$ cat src/rtl/dec_pkg.sv
// Shared definitions for the decoder-tree sum-of-minterms pipeline.
// Used by both the RTL and the testbench.
package dec_pkg;

  // Reset value of the minterm mask: minterms {4,5,11,12,13,14,15}.
  localparam logic [15:0] DEC_MASK_DEFAULT = 16'hF830;

  // Number of minterms for an n-input decoder.
  function automatic int MINTERMS(input int n);
    return 1 << n;
  endfunction

endpackage

$ cat src/rtl/dec_2x4_en.sv
// Combinational 2-to-4 decoder with active-high enable and active-high
// outputs. With en low every output is low.
module dec_2x4_en (
  input  logic       en,
  input  logic [1:0] a,
  output logic [3:0] y
);

  // One-hot decode of a, gated by en.
  always_comb begin
    y = 4'b0000;
    if (en) y[a] = 1'b1;
  end

endmodule

$ cat src/rtl/dec_tree_som_pipe.sv
// Two-stage decoder tree with a sum-of-minterms output.
//   Stage 1: N_IN/2 one-hot 4-bit predecode groups plus the enable.
//   Stage 2: full one-hot minterm vector (AND of groups) and
//            out_f = |(out_minterm & mask).
// Optional build macro DEC_MASK_WRITE_EN: when defined the mask is a
// register written through mask_we/mask_wdata; when undefined the mask
// is the constant MASK_INIT and the write port is ignored.
//
// Handshake: a transfer on either side happens only in a cycle where
// valid and ready are both high. Each stage loads when it is empty or
// when its downstream consumer takes its contents this cycle, so no
// transaction is dropped or duplicated and stalled outputs hold steady.
module dec_tree_som_pipe
  import dec_pkg::*;
#(
  parameter int                          N_IN      = 4,
  parameter logic [MINTERMS(N_IN)-1:0]   MASK_INIT = DEC_MASK_DEFAULT
) (
  input  logic                        clk,
  input  logic                        rst_n,
  input  logic                        in_valid,
  output logic                        in_ready,
  input  logic [N_IN-1:0]             in_data,
  input  logic                        in_en,
  input  logic                        mask_we,
  input  logic [MINTERMS(N_IN)-1:0]   mask_wdata,
  output logic                        out_valid,
  input  logic                        out_ready,
  output logic                        out_f,
  output logic [MINTERMS(N_IN)-1:0]   out_minterm
);

  localparam int M = MINTERMS(N_IN);
  localparam int G = N_IN / 2;

  // Pipeline state
  logic             s1_valid_q, s1_valid_d;
  logic             s1_en_q, s1_en_d;
  logic [4*G-1:0]   s1_grp_q, s1_grp_d;
  logic             out_valid_q, out_valid_d;
  logic             out_f_q, out_f_d;
  logic [M-1:0]     out_minterm_q, out_minterm_d;

  // Combinational helpers
  logic             s1_load;
  logic             s2_load;
  logic [4*G-1:0]   grp_dec;
  logic [M-1:0]     minterm_comb;
  logic [M-1:0]     mask_cur;

  // Predecode: one 2-to-4 decoder per 2-bit slice of the select word.
  for (genvar g = 0; g < G; g++) begin : g_predec
    dec_2x4_en u_dec (
      .en (in_en),
      .a  (in_data[2*g+1:2*g]),
      .y  (grp_dec[4*g+3:4*g])
    );
  end

`ifdef DEC_MASK_WRITE_EN
  logic [M-1:0] mask_q, mask_d;

  // Mask register: a write becomes visible to stage-2 loads one cycle later.
  always_comb begin
    mask_d = mask_q;
    if (mask_we) mask_d = mask_wdata;
  end

  // Mask flop, restored to MASK_INIT on reset.
  always_ff @(posedge clk or negedge rst_n) begin
    if (!rst_n) mask_q <= MASK_INIT;
    else        mask_q <= mask_d;
  end

  assign mask_cur = mask_q;
`else
  // Fixed mask; the write port has no effect in this build.
  logic unused_mask_in;
  assign unused_mask_in = ^{mask_we, mask_wdata};
  assign mask_cur       = MASK_INIT;
`endif

  // Minterm k is the AND of, for each group g, the group bit selected by
  // slice g of k. The stored enable also gates the result.
  always_comb begin
    logic bit_and;
    minterm_comb = '0;
    for (int k = 0; k < M; k++) begin
      bit_and = s1_en_q;
      for (int g = 0; g < G; g++) begin
        bit_and = bit_and & s1_grp_q[4*g + ((k >> (2*g)) & 3)];
      end
      minterm_comb[k] = bit_and;
    end
  end

  // Stage load conditions: load when empty or when downstream drains.
  assign s2_load  = ~out_valid_q | out_ready;
  assign s1_load  = ~s1_valid_q | s2_load;
  assign in_ready = s1_load;

  // Next-state for both stages; registers hold unless their stage loads.
  always_comb begin
    s1_valid_d    = s1_valid_q;
    s1_en_d       = s1_en_q;
    s1_grp_d      = s1_grp_q;
    out_valid_d   = out_valid_q;
    out_f_d       = out_f_q;
    out_minterm_d = out_minterm_q;

    if (s1_load) begin
      s1_valid_d = in_valid;
      if (in_valid) begin
        s1_en_d  = in_en;
        s1_grp_d = grp_dec;
      end
    end

    if (s2_load) begin
      out_valid_d = s1_valid_q;
      if (s1_valid_q) begin
        out_minterm_d = minterm_comb;
        out_f_d       = |(minterm_comb & mask_cur);
      end
    end
  end

  // Pipeline flops; reset discards anything in flight.
  always_ff @(posedge clk or negedge rst_n) begin
    if (!rst_n) begin
      s1_valid_q    <= 1'b0;
      s1_en_q       <= 1'b0;
      s1_grp_q      <= '0;
      out_valid_q   <= 1'b0;
      out_f_q       <= 1'b0;
      out_minterm_q <= '0;
    end else begin
      s1_valid_q    <= s1_valid_d;
      s1_en_q       <= s1_en_d;
      s1_grp_q      <= s1_grp_d;
      out_valid_q   <= out_valid_d;
      out_f_q       <= out_f_d;
      out_minterm_q <= out_minterm_d;
    end
  end

  assign out_valid   = out_valid_q;
  assign out_f       = out_f_q;
  assign out_minterm = out_minterm_q;

endmodule

$ cat config.mk
export PLATFORM = sky130hd
export DESIGN_NAME = dec_tree_som_pipe
export DESIGN_NICKNAME = d
export VERILOG_FILES = /design/src/rtl/dec_pkg.sv /design/src/rtl/dec_2x4_en.sv /design/src/rtl/dec_tree_som_pipe.sv
export SDC_FILE = /design/constraint.sdc
export NUM_CORES = 1
export LEC_CHECK = 0
export CAP_MARGIN = 20
export CORE_MARGIN = 3
export CORE_UTILIZATION = 40
export DETAILED_ROUTE_END_ITERATION = 7
export PLACE_DENSITY_LB_ADDON = 0.12
export SLEW_MARGIN = 30
export SYNTH_ARGS = -nofsm -noshare
export SYNTH_HDL_FRONTEND = slang
export SYNTH_SLANG_ARGS = --single-unit
$ cat constraint.sdc
create_clock -name clk -period 2.1 [get_ports clk]
set_clock_uncertainty 0.05 [all_clocks]
set_input_delay 0.42 -clock clk [delete_from_list [all_inputs] [get_ports clk]]
set_output_delay 0.42 -clock clk [all_outputs]
set_load 0.01 [all_outputs]
==> results of run 1 <==
cell usage in the layout (no fill, tap or decap), drive strengths merged, types with 2 or more instances in the layout:
cell | Yosys | layout
and3 | 19 | 19
and3b | 2 | 2
buf | 1 | 2
clkbuf | 1 | 3
clkdlybuf4s50 | 0 | 27
dfrtp | 28 | 28
mux2 | 25 | 25
nand2 | 5 | 5
nand2b | 3 | 3
nor2 | 2 | 2
nor3b | 2 | 2
routing by layer:
metal | vias up | part of all wire | GRT usage
li1 | 400 | - | -
met1 | 400 | 0.47 | 0.1520
met2 | 16 | 0.48 | 0.2117
met3 | 2 | 0.044 | 0.02878
met4 | 0 | 0.0059 | 0.04959
met5 | - | 0 | 0
power breakdown:
part	switching [mW]	total, mW	internal (mW)
logic	0.0562	0.133	0.0766
registers	0.0375	0.601	0.563
clock network	0.159	0.352	0.193
cell families (layout without fill, tap and decap cells):
family	after synthesis	in the layout	synth area share
flops	28	28	0.5437
buf+inv	2	33	0.01165
compound gates	3	3	0.01747
simple gates	35	35	0.1825
mux	25	25	0.2447
area by class of cell:
type                       instances  share of cell area
clock inverter                     1             0.01805
clock buffer                       3             0.01353
multi-input combinational         63              0.3444
tap                               42             0.03158
timing repair buffer              29              0.1714
sequential                        28              0.4211
flip-flops by register name, indices dropped and copies added, names as in the netlist:
| signal | flops |
|---|---|
| out_valid | 1 |
| out_minterm | 16 |
| s1_en_q | 1 |
| s1_grp_q | 8 |
| out_f | 1 |
| s1_valid_q | 1 |
final timing paths:
| kind | to | slack (ns) | cells after the start | from |
|---|---|---|---|---|
| min | out_minterm[7]$_DFFE_PN0P_ | 0.40 | 2 | rst_n |
| min in group clk | out_minterm[5]$_DFFE_PN0P_ | 0.47 | 1 | out_minterm[5]$_DFFE_PN0P_ |
| max in group asynchronous | out_minterm[4]$_DFFE_PN0P_ | 1.34 | 2 | rst_n |
| min reg2reg | out_minterm[5]$_DFFE_PN0P_ | 0.47 | 1 | out_minterm[5]$_DFFE_PN0P_ |
| max | in_ready | 0.07 | 3 | out_ready |
| max reg2reg | s1_grp_q[1]$_DFFE_PN0P_ | 0.76 | 4 | s1_valid_q$_DFFE_PN0P_ |
stage by stage:
stage          hold WS (ns)    util  setup slack (ns)  area (sq um)  cells
2_1_floorplan       0.07441       -            0.7595          1289     93
3_3_place_gp         0.4390  0.5557           0.06649          1612    162
3_5_place_dp         0.4425  0.5557           0.05643          1612    162
4_1_cts              0.4075  0.5738           0.05386          1664    166
5_1_grt              0.4247  0.5738           0.02314          1664    166
6_report             0.3961  0.5738           0.06669          1664    166
==> impl_metrics.csv, run 1 <==
group,metric,value,unit
status,status,"finished, final reports clean",
detailed_routing,average_wire_per_standard_cell,13.30,um
job,max_cap_violations,0,
critical_path,setup.worst_path.class,"in2out",
synth,synthesis.area,1289,sq um
clock_tree,cts_htree_levels,1,
clock_tree,cts-root-to-sink-buffers,2,
critical_path,number_of_buffers_and_inverters_on_the_critical_path,2,
synth,netlist_instances,93,
critical_path,worst_ep_arrival_time,1.56,ns
synth,synthMostInstantiatedCell,"sky130_fd_sc_hd__dfrtp_1",
grt,first_global_vias,846,
grt,number_of_antenna_violations_at_the_first_check_in_global_routing,0,
placement,dp_hpwl,1629,um
die,start_util,0.4443,
synth,avgSynthCellArea,13.86,sq um
synth,post-synth-top-area-fraction,0.5437,
synth,synth_top_cells_by_count,"sky130_fd_sc_hd__dfrtp_1 (28), sky130_fd_sc_hd__and3_1 (19), sky130_fd_sc_hd__mux2_2 (16)",
critical_path,critical_path.most_common_cell,"sky130_fd_sc_hd__clkdlybuf4s50_1",
detailed_routing,drc,0,
clock_tree,cts.reportedPaths.clkPinSlew,0.15,ns
die,rows,19,
timing,worst_slew_pin_slew,0.3808,ns
final_layout,num_antenna_cells,0,
synth,synth.yosys.seq_area_share,0.5437,
synth,synth_edf_count,0,
die,fp.dieW,62.76,um
clock_tree,cts_made_buffers,3,
grt,grt_max_degree,29,
clock_tree,cts_resized,0,
synth,synth.distinct_cells,18,
detailed_routing,drtIter0Drc,35,
clock_tree,clk_latency,0.32,ns
final_layout,multi_input_comb_area,573.1,sq um
timing,final_max_slew_viol_count,0,
detailed_routing,ant_nets,0,
grt,global_route_wire_length_before_repair,3864,um
detailed_routing,viasPerCell,4.928,
grt,globalRoute.totalOverflow,0,
die,core_footprint,2900,sq um
timing,setup_tns,0,ns
clock_tree,cts.repair_timing.setup_buffer_count,0,
pwr,worst_ir_drop_vdd,0.3532,mV
synth,postSynthRegisterBits,28,
clock_tree,clk_root_buffer_cell,"sky130_fd_sc_hd__clkbuf_4",
die,design.die.area,3939,sq um
critical_path,setup_crit_end_kind,"output pin",
clock_tree,clock_sink_count,28,
final_layout,syn2layout_area_growth,29.13,%
critical_path,critical_path.top_delay_family,"buffers and inverters",
placement,io_buffer_count,27,
synth,net_count_synth,119,
timing,slew-limit-headroom,0.7462,
timing,timing.final.setup_violations,0,
die,io-pin-count,45,
timing,timing_hold_violations_final,0,
detailed_routing,drt_wl_total,2207,um
timing,max_freq,491.8,MHz
pwr,p_total,1.085,mW
hold_path,hold_path_class,"in2async",
pwr,cellLeakagePower,0.8422,nW
die,die_y,62.76,um
synth,synth_async_sr_flop_share,1.000,
critical_path,max_stage_delay,0.54,ns
timing,grt_setup_unrepaired,"no",
synth,synth_largest_area_cell,"sky130_fd_sc_hd__dfrtp_1",
clock_tree,tritoncts,"yes",
final_layout,final_net_count,151,
timing,min_period,2.033,ns
final_layout,nFillCells,261,
final_layout,drive_gt1_frac,0.2823,
detailed_routing,drt_pre_antenna_iters,4,
clock_tree,postCtsHoldBufs,0,
critical_path,cp_data_required_time,1.63,ns
synth,ys_dominant_reg_cell,"sky130_fd_sc_hd__dfrtp_1",
critical_path,cell_chain_of_the_critical_path,"clkdlybuf4s50_1 > nand3b_2 > clkdlybuf4s50_1",
critical_path,critPathSlowestCell,"sky130_fd_sc_hd__clkdlybuf4s50_1",
synth,synth.area.top_cells,"sky130_fd_sc_hd__dfrtp_1 (54%), sky130_fd_sc_hd__mux2_2 (14%), sky130_fd_sc_hd__mux2_4 (10%)",
critical_path,path_max_fanout,2,
detailed_routing,vias,818,
grt,grt_use_total,0.1246,
pwr,power_density,652.2,nW/um^2
critical_path,critical_path.startpoint_type,"input pin",
placement,routabilityCongestion,0.6999,
final_layout,layout.area.seq,700.7,sq um
timing,fin_crit_sh,0.9682,
synth,ys.warnings.count,0,
(Power assumes the default switching activity.)
==> run 2, diff against run 1 <==
--- a/config.mk
+++ b/config.mk
@@ -9,6 +9,7 @@
 export CORE_MARGIN = 3
 export CORE_UTILIZATION = 40
 export DETAILED_ROUTE_END_ITERATION = 7
+export GPL_TIMING_DRIVEN = 0
 export PLACE_DENSITY_LB_ADDON = 0.12
 export SLEW_MARGIN = 30
 export SYNTH_ARGS = -nofsm -noshare
==> run 2 against run 1 <==
- sequential share of layout area is 0.84 points higher
- critical path type is now reg2out
- critical path depth is 2 lower
- fmax is 13% higher
- cell count is 0.60% lower
- clock power is 40% lower
- largest cell class unchanged
- sequential power is 1% lower
- cell area is 2.0% lower
- combinational power is 5% higher
- routed wire length is 0.27% higher
- first-iteration DRC count is 34% lower
- register-to-register slack better by 0.04 ns
- hold slack worse by 0.35 ns
==> impl_metrics.csv, run 2 (same netlist as run 1, synthesis figures left out) <==
group,metric,value,unit
status,status,"finished, final reports clean",
critical_path,max_stage_delay,0.56,ns
detailed_routing,drt_wl_total,2213,um
timing,min_period,1.793,ns
critical_path,number_of_buffers_and_inverters_on_the_critical_path,1,
timing,grt_setup_unrepaired,"no",
final_layout,nFillCells,265,
critical_path,critPathSlowestCell,"sky130_fd_sc_hd__clkdlybuf4s50_1",
detailed_routing,drtIter0Drc,23,
critical_path,setup.worst_path.class,"reg2out",
final_layout,flip_flop_count_of_the_largest_register_after_layout,16,
detailed_routing,ant_nets,0,
clock_tree,tritoncts,"yes",
grt,first_global_vias,815,
critical_path,setup_crit_end_kind,"output pin",
final_layout,layout.cells.most_common,"sky130_fd_sc_hd__dfrtp_1",
clock_tree,cts.repair_timing.setup_buffer_count,0,
detailed_routing,drc,0,
detailed_routing,average_wire_per_standard_cell,13.41,um
final_layout,layout.area.seq,700.7,sq um
pwr,cellLeakagePower,0.8300,nW
critical_path,cp_data_required_time,1.63,ns
critical_path,cell_chain_of_the_critical_path,"clkdlybuf4s50_1",
grt,grt_use_total,0.1224,
die,design.die.area,3939,sq um
clock_tree,cts.reportedPaths.clkPinSlew,0.13,ns
detailed_routing,drt_pre_antenna_iters,4,
clock_tree,clk_latency,0.31,ns
die,die_y,62.76,um
grt,grt_max_degree,29,
critical_path,critical_path.startpoint_type,"flop",
final_layout,multi_input_comb_area,573.1,sq um
clock_tree,cts_htree_levels,1,
timing,final_max_slew_viol_count,0,
clock_tree,cts-root-to-sink-buffers,2,
pwr,power_density,579.4,nW/um^2
critical_path,critical_path.top_delay_family,"buffers and inverters",
final_layout,drive_gt1_frac,0.2764,
final_layout,syn2layout_area_growth,26.60,%
pwr,worst_ir_drop_vdd,0.3056,mV
clock_tree,clk_root_buffer_cell,"sky130_fd_sc_hd__clkbuf_4",
timing,slew-limit-headroom,0.5886,
die,io-pin-count,45,
clock_tree,cts_made_buffers,3,
timing,fin_crit_sh,0.8540,
die,core_footprint,2900,sq um
final_layout,num_antenna_cells,0,
clock_tree,clock_sink_count,28,
die,fp.dieW,62.76,um
placement,routabilityCongestion,0.7116,
grt,globalRoute.totalOverflow,0,
placement,dp_worst_setup_slack,0.01117,ns
timing,max_freq,557.6,MHz
die,rows,19,
hold_path,hold_path_class,"in2async",
die,start_util,0.4443,
placement,io_buffer_count,27,
grt,number_of_antenna_violations_at_the_first_check_in_global_routing,0,
detailed_routing,vias,823,
timing,timing.final.setup_violations,0,
detailed_routing,viasPerCell,4.988,
critical_path,path_max_fanout,3,
final_layout,final_net_count,151,
timing,hold_slack,0.04559,ns
final_layout,most-common-layout-cells,"sky130_fd_sc_hd__dfrtp_1 (28), sky130_fd_sc_hd__clkdlybuf4s50_1 (25), sky130_fd_sc_hd__and3_1 (19)",
timing,timing.final.ws_setup,0.3066,ns
placement,dp_hpwl,1651,um
job,max_cap_violations,0,
timing,setup_tns,0,ns
timing,worst_slew_pin_slew,0.6171,ns
timing,timing_hold_violations_final,0,
critical_path,worst_ep_arrival_time,1.32,ns
grt,global_route_wire_length_before_repair,3974,um
## run 2: area by class of cell
class | instances | area share
sequential | 28 | 0.4294
multi-input combinational | 63 | 0.3512
timing repair buffer | 27 | 0.1641
tap | 42 | 0.03221
clock buffer | 3 | 0.01380
buffer | 2 | 0.009202
## run 2: timing repair
item / in CTS / in global routing
hold buffers: 0 / 0
endpoints found under the setup margin: 0 / 1
gates resized for setup: 0 / 1
## run 2: final timing paths
check / depth (start not counted) / from / end / slack, ns
worst max-delay path: 1 / out_valid$_DFFE_PN0P_ / out_valid / 0.31
worst min-delay path: 1 / rst_n / out_minterm[7]$_DFFE_PN0P_ / 0.05
worst max register to register: 4 / out_valid$_DFFE_PN0P_ / out_minterm[2]$_DFFE_PN0P_ / 0.80
worst min register to register: 1 / out_f$_DFFE_PN0P_ / out_f$_DFFE_PN0P_ / 0.47
max in group asynchronous: 1 / rst_n / out_minterm[10]$_DFFE_PN0P_ / 1.55
min in group clk: 1 / out_f$_DFFE_PN0P_ / out_f$_DFFE_PN0P_ / 0.47
## run 2: power by group
part / internal (mW) / switching, mW / leakage, nW
combinational: 0.0765 / 0.0631 / 0.439
sequential: 0.564 / 0.0311 / 0.378
clock: 0.0671 / 0.144 / 0.0138
## run 2: stage by stage
stage	cells	instance area [sq um]	utilization	total power, mW
floorplan	93	1289	-	0.6783
global placement	162	1612	0.5557	0.7452
detailed placement	162	1607	0.5539	0.7481
CTS	165	1629	0.5617	0.9608
global route	165	1632	0.5626	0.9947
finish	165	1632	0.5626	0.9453
## run 2: per-layer routing
layer / routed length [um] / track usage / vias to the layer above
met3: 102 / 0.01799 / 0
met4: 0 / 0.04132 / 0
met1: 1072 / 0.1695 / 402
met2: 1038 / 0.1957 / 22
li1: - / - / 399
met5: 0 / 0 / -
==> run 3, diff against run 2 <==
--- a/config.mk
+++ b/config.mk
@@ -6,7 +6,6 @@
 export NUM_CORES = 1
 export LEC_CHECK = 0
 export CAP_MARGIN = 20
-export CORE_MARGIN = 3
 export CORE_UTILIZATION = 40
 export DETAILED_ROUTE_END_ITERATION = 7
 export GPL_TIMING_DRIVEN = 0
==> run 3 against run 2 <==
- count of clock-buffer cells in the layout did not move
- die area fell by 12%
- routed wire length grew 2.9%
- non-clock buffer count unchanged
- critical endpoint unchanged
- largest power group unchanged
- highest routed layer is now met4
==> impl_metrics.csv, run 3 (same netlist as run 1, synthesis figures left out) <==
group,metric,value,unit
status,status,"finished, final reports clean",
timing,timing.final.ws_setup,0.3139,ns
timing,final_max_slew_viol_count,0,
timing,fin_crit_sh,0.8505,
die,die_y,58.76,um
clock_tree,cts-root-to-sink-buffers,2,
final_layout,final_net_count,151,
grt,globalRoute.totalOverflow,0,
critical_path,cell_chain_of_the_critical_path,"clkdlybuf4s50_1",
pwr,p_total,947.2,uW
grt,grt_max_degree,29,
placement,dp_hpwl,1604,um
die,design.die.area,3453,sq um
timing,worst_slew_pin_slew,0.6127,ns
clock_tree,clk_root_buffer_cell,"sky130_fd_sc_hd__clkbuf_4",
job,max_cap_violations,0,
critical_path,cp_num_cells,1,
detailed_routing,vias,836,
final_layout,nFillCells,297,
final_layout,num_antenna_cells,0,
final_layout,layout.area.seq,700.7,sq um
hold_path,hold_path_class,"in2async",
clock_tree,clock_sink_count,28,
critical_path,path_max_fanout,3,
final_layout,multi_input_comb_area,573.1,sq um
final_layout,drive_gt1_frac,0.2764,
pwr,power_density,579.7,nW/um^2
critical_path,setup_crit_end_kind,"output pin",
final_layout,flip_flop_count_of_the_largest_register_after_layout,16,
placement,io_buffer_count,27,
pwr,cellLeakagePower,0.8300,nW
grt,global_route_wire_length_before_repair,3843,um
die,fp.dieW,58.76,um
grt,first_global_vias,838,
grt,number_of_antenna_violations_at_the_first_check_in_global_routing,0,
critical_path,timing.reg2reg.worst_path_depth,3,
timing,slew-limit-headroom,0.5915,
critical_path,max_stage_delay,0.56,ns
detailed_routing,ant_nets,0,
critical_path,critical_path.startpoint_type,"flop",
detailed_routing,drtIter0Drc,29,
final_layout,syn2layout_area_growth,26.80,%
clock_tree,cts_made_buffers,3,
timing,min_period,1.786,ns
die,core_footprint,3053,sq um
timing,grt_setup_unrepaired,"no",
clock_tree,tritoncts,"yes",
critical_path,setup.worst_path.class,"reg2out",
critical_path,critPathSlowestCell,"sky130_fd_sc_hd__clkdlybuf4s50_1",
critical_path,cp_data_required_time,1.63,ns
clock_tree,clk_latency,0.31,ns
pwr,worst_ir_drop_vdd,0.4844,mV
clock_tree,cts.reportedPaths.clkPinSlew,0.13,ns
detailed_routing,drt_pre_antenna_iters,3,
placement,dp_worst_setup_slack,0.01773,ns
detailed_routing,viasPerCell,5.006,
detailed_routing,drt_wl_total,2277,um
timing,max_freq,559.9,MHz
die,start_util,0.4221,
final_layout,layout.cells.most_common,"sky130_fd_sc_hd__dfrtp_1",
placement,routabilityCongestion,0.6903,
timing,timing_hold_violations_final,0,
final_layout,finalCoreUtilization,0.5352,
die,io-pin-count,45,
critical_path,critical_path.top_delay_family,"buffers and inverters",
critical_path,worst_ep_arrival_time,1.32,ns
timing,setup_tns,0,ns
final_layout,most-common-layout-cells,"sky130_fd_sc_hd__dfrtp_1 (28), sky130_fd_sc_hd__clkdlybuf4s50_1 (25), sky130_fd_sc_hd__and3_1 (19)",
grt,grt_use_total,0.1481,
detailed_routing,drc,0,
clock_tree,cts_htree_levels,1,
timing,timing.final.setup_violations,0,
critical_path,worst_reg_to_reg_setup_slack,0.79,ns
die,rows,20,
detailed_routing,average_wire_per_standard_cell,13.63,um
critical_path,number_of_buffers_and_inverters_on_the_critical_path,1,
run 3: cell counts in the layout (fill, tap and decap cells not counted):
Identical to the previous run, type by type.
run 3: repair_timing:
| item | CTS | global route |
|---|---|---|
| resized for setup | 0 | 1 |
| endpoints found under the setup margin | 0 | 1 |
| hold buffers | 0 | 0 |
| buffers inserted | 0 | 0 |
run 3: path summary, 6_finish.rpt:
check	from	end
max	out_valid$_DFFE_PN0P_	out_valid
min	rst_n	s1_valid_q$_DFFE_PN0P_
min reg2reg	out_minterm[7]$_DFFE_PN0P_	out_minterm[7]$_DFFE_PN0P_
max reg2reg	s1_en_q$_DFFE_PN0P_	out_minterm[0]$_DFFE_PN0P_
min in group clk	out_minterm[7]$_DFFE_PN0P_	out_minterm[7]$_DFFE_PN0P_
max in group asynchronous	rst_n	out_minterm[0]$_DFFE_PN0P_
run 3: layer usage:
layer,share of wire,up-vias,GRT usage
met5,0,-,0
met4,0.0070,0,0.04082
met3,0.036,2,0.03956
met2,0.48,19,0.2435
met1,0.48,420,0.1921
li1,-,395,-
run 3: power by group:
part           switching [mW]  internal [mW]
sequential             0.0325          0.563
combinational          0.0633         0.0765
clock                   0.144         0.0671
total                   0.240          0.707
run 3: metrics by stage:
stage | cell area, sq um | cells | hold slack (ns)
after floorplan | 1289 | 93 | 0.07441
after global placement | 1614 | 164 | 0.4264
after detailed placement | 1609 | 164 | 0.4189
after CTS | 1632 | 167 | 0.05326
after global routing | 1634 | 167 | 0.08590
final | 1634 | 167 | 0.04483
run 3: layout make-up:
| type | instances | area share |
|---|---|---|
| Timing Repair Buffer | 27 | 0.1639 |
| Multi-Input combinational cell | 63 | 0.3507 |
| Buffer | 2 | 0.009188 |
| Tap cell | 44 | 0.03369 |
| Sequential cell | 28 | 0.4288 |
| Clock buffer | 3 | 0.01378 |
